[src/rtl/sdram_upload_if.sv]
// HPS upload byte port plus SDRAM read port, bundled for sdram_upload.
// slave = the upload bridge's view, master = the surrounding HPS/SDRAM side.
interface sdram_upload_if;
    logic        ioctl_upload;
    logic [24:0] ioctl_addr;
    logic        ioctl_rd;
    logic [7:0]  ioctl_din;
    logic        ioctl_wait;
    logic [22:0] sdram_addr;
    logic        sdram_req;
    logic        sdram_ack;
    logic        sdram_valid;
    logic        sdram_ready;
    logic [31:0] sdram_dout;

    modport slave (
        input  ioctl_upload, ioctl_addr, ioctl_rd,
        output ioctl_din, ioctl_wait,
        output sdram_addr, sdram_req,
        input  sdram_ack, sdram_valid, sdram_ready, sdram_dout
    );

    modport master (
        output ioctl_upload, ioctl_addr, ioctl_rd,
        input  ioctl_din, ioctl_wait,
        input  sdram_addr, sdram_req,
        output sdram_ack, sdram_valid, sdram_ready, sdram_dout
    );
endinterface

[src/rtl/sdram_upload.sv]
// HPS upload bridge: serves byte reads from a 32-bit SDRAM region (optional word cache: UPLOAD_WORD_CACHE_EN).
// Latency: out-of-range or cache hit 1 cycle; fetch 1 cycle after sdram_valid.
// Backpressure: ioctl_wait stalls HPS during a fetch; sdram_req held until ack, gated by sdram_ready.
module sdram_upload #(
    parameter logic [22:0] BASE_ADDR = 23'h000000,
    parameter logic [31:0] SIZE      = 32'h0001_0000
) (
    input  logic          clk,
    input  logic          reset,
    sdram_upload_if.slave bus
);
    typedef enum logic [1:0] {IDLE, REQ, DATA} state_t;

    state_t      state;
    logic [22:0] word_addr;
    logic [1:0]  lane;
    logic [7:0]  din_q;
    logic        wait_q;
    logic        req_q;
    logic        upload_q;

    logic        upload_rise;
    logic        rd_go;
    logic        in_range;
    logic [22:0] rd_word;

    assign upload_rise = bus.ioctl_upload & ~upload_q;
    assign rd_go       = bus.ioctl_rd & bus.ioctl_upload;
    assign in_range    = {7'd0, bus.ioctl_addr} < SIZE;
    // Word address wraps modulo 2^23 by construction of the 23-bit sum.
    assign rd_word     = BASE_ADDR + bus.ioctl_addr[24:2];

    function automatic logic [7:0] lane_sel(input logic [31:0] w, input logic [1:0] l);
        return w[{l, 3'b000} +: 8];
    endfunction

`ifdef UPLOAD_WORD_CACHE_EN
    logic        cache_vld;
    logic [22:0] cache_addr;
    logic [31:0] cache_dat;
    logic        cache_hit;

    // A new upload session may see different SDRAM contents, so a rise never hits.
    assign cache_hit = cache_vld & ~upload_rise & (cache_addr == rd_word);

    always_ff @(posedge clk) begin
        if (reset) begin
            cache_vld  <= 1'b0;
            cache_addr <= 23'h0;
            cache_dat  <= 32'h0;
        end else if (upload_rise) begin
            cache_vld <= 1'b0;
        end else if (state == DATA && bus.sdram_valid) begin
            cache_vld  <= 1'b1;
            cache_addr <= word_addr;
            cache_dat  <= bus.sdram_dout;
        end
    end
`endif

    always_ff @(posedge clk) begin
        if (reset) begin
            state     <= IDLE;
            req_q     <= 1'b0;
            wait_q    <= 1'b0;
            din_q     <= 8'h00;
            word_addr <= 23'h0;
            lane      <= 2'd0;
            upload_q  <= 1'b0;
        end else begin
            upload_q <= bus.ioctl_upload;
            case (state)
                IDLE: begin
                    if (rd_go) begin
                        if (!in_range) begin
                            din_q <= 8'hFF;
                        end
`ifdef UPLOAD_WORD_CACHE_EN
                        else if (cache_hit) begin
                            din_q <= lane_sel(cache_dat, bus.ioctl_addr[1:0]);
                        end
`endif
                        else begin
                            word_addr <= rd_word;
                            lane      <= bus.ioctl_addr[1:0];
                            wait_q    <= 1'b1;
                            req_q     <= bus.sdram_ready;
                            state     <= REQ;
                        end
                    end
                end
                REQ: begin
                    if (bus.sdram_ack) begin
                        req_q <= 1'b0;
                        state <= DATA;
                    end else begin
                        req_q <= bus.sdram_ready;
                    end
                end
                DATA: begin
                    if (bus.sdram_valid) begin
                        din_q  <= lane_sel(bus.sdram_dout, lane);
                        wait_q <= 1'b0;
                        state  <= IDLE;
                    end
                end
                default: begin
                    req_q <= 1'b0;
                    state <= IDLE;
                end
            endcase
        end
    end

    assign bus.ioctl_din  = din_q;
    assign bus.ioctl_wait = wait_q;
    assign bus.sdram_addr = word_addr;
    assign bus.sdram_req  = req_q;
endmodule
[src/flat_wrapper.sv]
// flat-port wrapper written by rule: the top's interface ports become plain ports
module sdram_upload_flat 
#(
    parameter logic [22:0] BASE_ADDR = 23'h000000,
    parameter logic [31:0] SIZE      = 32'h0001_0000
)
  (clk, reset, bus_ioctl_upload, bus_ioctl_addr, bus_ioctl_rd, bus_ioctl_din, bus_ioctl_wait, bus_sdram_addr, bus_sdram_req, bus_sdram_ack, bus_sdram_valid, bus_sdram_ready, bus_sdram_dout);
  sdram_upload_if bus_i ();
  input  logic clk;
  input  logic reset;
  input wire logic [$bits(bus_i.ioctl_upload)-1:0] bus_ioctl_upload;
  input wire logic [$bits(bus_i.ioctl_addr)-1:0] bus_ioctl_addr;
  input wire logic [$bits(bus_i.ioctl_rd)-1:0] bus_ioctl_rd;
  output wire logic [$bits(bus_i.ioctl_din)-1:0] bus_ioctl_din;
  output wire logic [$bits(bus_i.ioctl_wait)-1:0] bus_ioctl_wait;
  output wire logic [$bits(bus_i.sdram_addr)-1:0] bus_sdram_addr;
  output wire logic [$bits(bus_i.sdram_req)-1:0] bus_sdram_req;
  input wire logic [$bits(bus_i.sdram_ack)-1:0] bus_sdram_ack;
  input wire logic [$bits(bus_i.sdram_valid)-1:0] bus_sdram_valid;
  input wire logic [$bits(bus_i.sdram_ready)-1:0] bus_sdram_ready;
  input wire logic [$bits(bus_i.sdram_dout)-1:0] bus_sdram_dout;
  assign bus_i.ioctl_upload = bus_ioctl_upload;
  assign bus_i.ioctl_addr = bus_ioctl_addr;
  assign bus_i.ioctl_rd = bus_ioctl_rd;
  assign bus_ioctl_din = bus_i.ioctl_din;
  assign bus_ioctl_wait = bus_i.ioctl_wait;
  assign bus_sdram_addr = bus_i.sdram_addr;
  assign bus_sdram_req = bus_i.sdram_req;
  assign bus_i.sdram_ack = bus_sdram_ack;
  assign bus_i.sdram_valid = bus_sdram_valid;
  assign bus_i.sdram_ready = bus_sdram_ready;
  assign bus_i.sdram_dout = bus_sdram_dout;
  sdram_upload #(.BASE_ADDR(BASE_ADDR), .SIZE(SIZE)) u_core (.clk(clk), .reset(reset), .bus(bus_i));
endmodule
[config.mk]
export PLATFORM = sky130hd
export DESIGN_NAME = sdram_upload_flat
export DESIGN_NICKNAME = d
export VERILOG_FILES = /design/src/rtl/sdram_upload_if.sv /design/src/rtl/sdram_upload.sv /design/src/flat_wrapper.sv
export SDC_FILE = /design/constraint.sdc
export NUM_CORES = 1
export LEC_CHECK = 0
export BUFFER_PORTS_ARGS = -buffer_cell sky130_fd_sc_hd__buf_2
export CORE_ASPECT_RATIO = 0.9
export CORE_MARGIN = 5
export CORE_UTILIZATION = 35
export DETAILED_ROUTE_END_ITERATION = 8
export GPL_TIMING_DRIVEN = 0
export PLACE_DENSITY = 0.67
export RECOVER_POWER = 25
export SLEW_MARGIN = 20
export SYNTH_ARGS = -nofsm -noshare
export SYNTH_HDL_FRONTEND = slang
export SYNTH_SLANG_ARGS = --single-unit
[constraint.sdc]
create_clock -name clk -period 2.87 [get_ports clk]
set_input_delay 0.4305 -clock clk [delete_from_list [all_inputs] [get_ports clk]]
set_output_delay 0.4305 -clock clk [all_outputs]
set_load 0.01 [all_outputs]
Yosys cells after proc, flatten, opt, wreduce, memory -nomap -nowiden:

Cells that the tools add are included.

* order comparisons: 1
* equal/unequal tests: 7
* shifts and indexed selects: 1
* muxes and demuxes: 17
* bitwise logic cells: 2
* reductions and logical operators: 7

Operator list (number)
* $shiftx A32 B6 Y8: 1
* $lt A25 B17 Y1 const B: 1
* $mux W8: 3
* $pmux W8 S2: 1
* $reduce_and A4 Y1: 3
* $mux W2: 4
* $mux W1: 6
* $ne A2 B2 Y1 const B: 3
* $pmux W2 S3: 1
* $reduce_and A3 Y1: 2
* $ne A2 B1 Y1 const B: 2
* $pmux W1 S3: 1
* $eq A2 B1 Y1 const B: 1
* $eq A2 B2 Y1 const B: 1
* $logic_not A2 Y1: 1
* $pmux W1 S2: 1
* $reduce_bool A2 Y1: 1
* $and A1 B1 Y1: 1
* $not A1 Y1: 1

* register bits after elaboration: 37
* bits of input ports: 64
* output and inout port bits: 33

Depth between registers and ports, before layout:

* word-level depth: 4
* gate-level depth with buffers: 7
* depth with buffers taken out: 4

Least setup slack after synthesis:

No wires, ideal clock.

* path type: in2reg
* start: in bus_ioctl_addr[20]
* end: reg u_core.req_q, in the netlist u_core.bus.sdram_req
* setup time: 0.079 ns
* arrival time: 1.471 ns
* setup slack: 1.320 ns
* stages on the path: 4
* path buffers: 0
* path through: nor4_4 nand3_4 or4_1 o211ai_1

* longest elaborated chain between the ends: 3

Ends and longest elaborated chain
* start: declaration: RTL line flat_wrapper.sv:12 `input wire logic [$bits(bus_i.ioctl_addr)-1:0] bus_ioctl_addr;`
* $lt A25 B17 Y1: RTL line sdram_upload.sv:29 `assign in_range = {7'd0, bus.ioctl_addr} < SIZE;`
* $ne A2 B1 Y1 (no line)
* $reduce_and A3 Y1 (no line)
* end signal: assignment: RTL line sdram_upload.sv:87 `req_q <= bus.sdram_ready;`
* end signal: assignment: RTL line sdram_upload.sv:97 `req_q <= bus.sdram_ready;`
* end: declaration: RTL line sdram_upload.sv:19 `logic req_q;`

Every way passes these cells.
A chain may end at the register's enable or synchronous reset.

Worst setup path after layout:

* start: reg u_core.state[1]
* end: reg u_core.word_addr[12], in the netlist u_core.bus.sdram_addr[12]

* longest elaborated chain between the ends: 2

Ends and longest elaborated chain
* start: declaration: RTL line sdram_upload.sv:14 `state_t state;`
* start signal: assignment: RTL line sdram_upload.sv:63 `state <= IDLE;`
* start signal: assignment: RTL line sdram_upload.sv:88 `state <= REQ;`
* start signal: assignment: RTL line sdram_upload.sv:95 `state <= DATA;`
* $logic_not A2 Y1: RTL line sdram_upload.sv:72 `case (state)`
* $reduce_and A3 Y1 (no line)
* end signal: assignment: RTL line sdram_upload.sv:84 `word_addr <= rd_word;`
* end: declaration: RTL line sdram_upload.sv:15 `logic [22:0] word_addr;`

Every way passes these cells.

==> key figures <==
Synthesis
  – Post-synthesis instance area: approximately 1600 µm²
  – Synth top area share: a little under half
  – Area contributors post-synth: dfxtp_1 46%, mux2i_1 16%, mux4_2 7.0%, nor2_1 6.1%, and2_1 3.5%
  – Cell taking the most area after synthesis: dfxtp_1
  – Async SR Flop Fraction: 0%
  – Post-synth top flop: dfxtp_1
  – Post-Synth Simple-Gate Area: 22.4%
  – Synth cell count leaders: 37 x dfxtp_1, 26 x nor2_1, 25 x mux2i_1
  – Netlist cell types: 26
  – XOR/XNOR Fraction of Synth Area: 0%
  – EDFF count, synth: 0
  – Syn_nets: approximately 220
  – Count leader, synth: dfxtp_1
  – Flops & latches, synth: 37
  – Post-synthesis compound-gate area fraction: 5.75%
  – Post-synthesis adder-cell area fraction: 0%
  – Syn_area_per_cell: approximately 11 µm²
  – Yosys Warn Count: 0
  – Proportion of synthesized area in mux cells: 22.6%
  – Syn Inst Count: roughly 150
  – Register area share after synthesis: approximately 46%
  – Largest family of logic cells by synthesized area: multiplexers

Critical path
  – WS Path Type: reg -> reg
  – Worst setup startpoint: u_core.state[1]$_SDFFE_PP0P_
  – CP arrival: about 1.8 ns
  – Crit-path max FO: 10
  – Required @ worst endpoint: slightly above 3 ns
  – RR Startpoint: u_core.state[1]$_SDFFE_PP0P_
  – Critical path capture point type: flop
  – Element type at the critical path start: flop

Finish
  – N_diodes: 0
  – Fillers: roughly 470
  – Final #Nets: between 300 and 400
  – Share of cells above drive strength 1: 39.7%
  – Synthesis-to-finish area growth: 38.7%

CTS
  – H-tree depth: 2
  – Root Buffer: clkbuf_8
  – Post-CTS Resized: 0
  – Skew-Pair Late Insertion Delay: about 0.28 ns
  – CTS Sinks: 37
  – CTS Buf Count: 5
  – Register clock-pin slew on the reported worst setup and hold paths: approximately 0.080 ns
  – Post-CTS setup buffers: 0
  – Post-CTS Hold Buffers: 0
  – TritonCTS clock tree: done
  – CTS Buffer Depth: 2

Timing
  – Hold_ws: 0.372 ns
  – Slew Limit Fails: 0
  – Min Tclk post-route: approximately 1.7 ns
  – Final hold violation count: 0
  – Setup TNS Final: 0 ns
  – Clock Skew: about 0.0045 ns
  – Slew @ Worst Pin: 0.483 ns
  – Fmax: roughly 600 MHz
  – Setup-failing EPs final: 0
  – RSZ-0062 raised after global routing: no
  – Relative slew margins: 67.8%
  – Final period util: about three fifths

Route
  – Final wirelength: ~4000 µm
  – Top Layer Used: met4
  – Metal-1 WL: 1790 µm
  – TritonRoute pass-1 iters: 4
  – DR DRC count: 0
  – Vias per cell: between 4 and 5
  – Final ANT Viol Nets: 0
  – Avg WL per Cell: between 10 and 15 µm
  – Met3 WL: about 430 µm
  – DR WL met2: 1740 µm
  – Via count: roughly 1500
  – DR iter-0 viols: 16

Power
  – Pwr Density: ~440 nW/µm²
  – Worst IR Drop VDD: between 200 and 250 µV
  – P_leak: about 0.0011 µW
  – Total power: around 1000 µW

Min path
  – Worst hold path startpoint: bus_ioctl_addr[12]
  – Min-delay worst type: in -> reg

Placement
  – GPL Wtd Cong: around 0.73
  – PortBufs: 96
  – Post-DP HPWL: ~3200 µm

Global routing
  – Largest net degree at the start of global routing: 13
  – Total GRT Usage: 13.5%
  – Antenna violations before repair: 0
  – Global-route wire length before repair: between 6000 and 7000 µm
  – Vias in the first global route: 1405
  – Grt ovf: 0

Floorplan
  – Io pins: 97
  – Die ar.: 6060 µm²
  – Initial Utilization: 36.1%
  – Die height: about 74 µm
  – Row cnt: 23
  – Die X: between 80 and 90 µm
  – Core area: 4460 µm²

Outcome
  – Status: finished clean

Job
  – Total of max-cap violations: 0
==> where the power goes <==
part           total (µW)  switching (µW)  leakage (µW)  internal, µW
Sequential            525            3.83      0.000300           521
Clock                 354             187     0.0000439           168
Combinational        96.7            43.5      0.000751          53.1
==> worst max-delay path: stages, from the launching register on <==
cell	delay, ns
dfxtp_1	0.31
buf_6	0.13
nor4_4	0.34
nand4_1	0.12
buf_2	0.22
buf_6	0.19
mux2i_1	0.17
nor2_1	0.05
==> through the flow <==
| stage | worst slack (ns) | std cells | util (%) | area (µm²) |
|---|---|---|---|---|
| final | 1.20 | 319 | 50.0 | 2230 |
| after global routing | 1.05 | 319 | 50.0 | 2230 |
| after CTS | 1.18 | 319 | 50.5 | 2250 |
| after detailed placement | 1.05 | 311 | 48.6 | 2170 |
| after global placement | 1.10 | 311 | 48.6 | 2170 |
| after floorplan | 1.32 | 153 | - | 1610 |
==> per-layer routing <==
metal  up-vias  GRT usage (%)
met4         0           4.50
met1       646           17.3
met3         5           4.60
met2        70           21.3
li1        745              -
met5         -              0
==> registers in the layout, indices dropped and copies added (netlist names) <==
register	flops
u_core.bus.ioctl_din	8
u_core.bus.sdram_addr	23
u_core.state	2
u_core.lane	2
u_core.bus.sdram_req	1
u_core.bus.ioctl_wait	1
==> kinds of logic (layout without fill, tap and decap cells) <==
logic type,after synthesis,after routing
muxes,30,30
AOI/OAI and AO/OA,14,14
and+or+nand+nor,63,63
buffers and inverters,9,113
DFF,37,37
==> cells in the final DEF, fill, tap and decap left out, drive strengths merged <==
cell and n:
clkinv 2, nand3b 2, and3b 2, dfxtp 37, mux2i 25, nand2 6, nor2b 1, nor4 2
nand4 1, nor3b 2, nand2b 4, o211ai 1, a221o 3, and2 9, nor3 6, mux4 5
clkbuf 25, clkinvlp 1, o31a 1, nor2 26, or4 1, nand3 1, a21oi 8, o21ai 1
buf 85
==> area by class of cell <==
cell class	instances	area, µm²	share of cell area (%)
Tap cell	62	77.6	3.48
Sequential cell	37	741	33.2
Clock buffer	5	68.8	3.08
Clock inverter	3	17.5	0.785
Multi-Input combinational cell	107	816	36.5
Buffer	9	52.6	2.35
Timing Repair Buffer	96	459	20.6
==> worst paths after layout <==
check,endpoint,slack (ns),cells past startpoint
setup / recovery,u_core.bus.sdram_addr[12]$_SDFFE_PP0P_,1.20,7
hold / removal,u_core.bus.sdram_addr[10]$_SDFFE_PP0P_,0.37,3
setup reg to reg,u_core.bus.sdram_addr[12]$_SDFFE_PP0P_,1.20,7
hold reg to reg,u_core.bus.sdram_addr[17]$_SDFFE_PP0P_,0.46,1
Power figures use the tool's default switching activity.
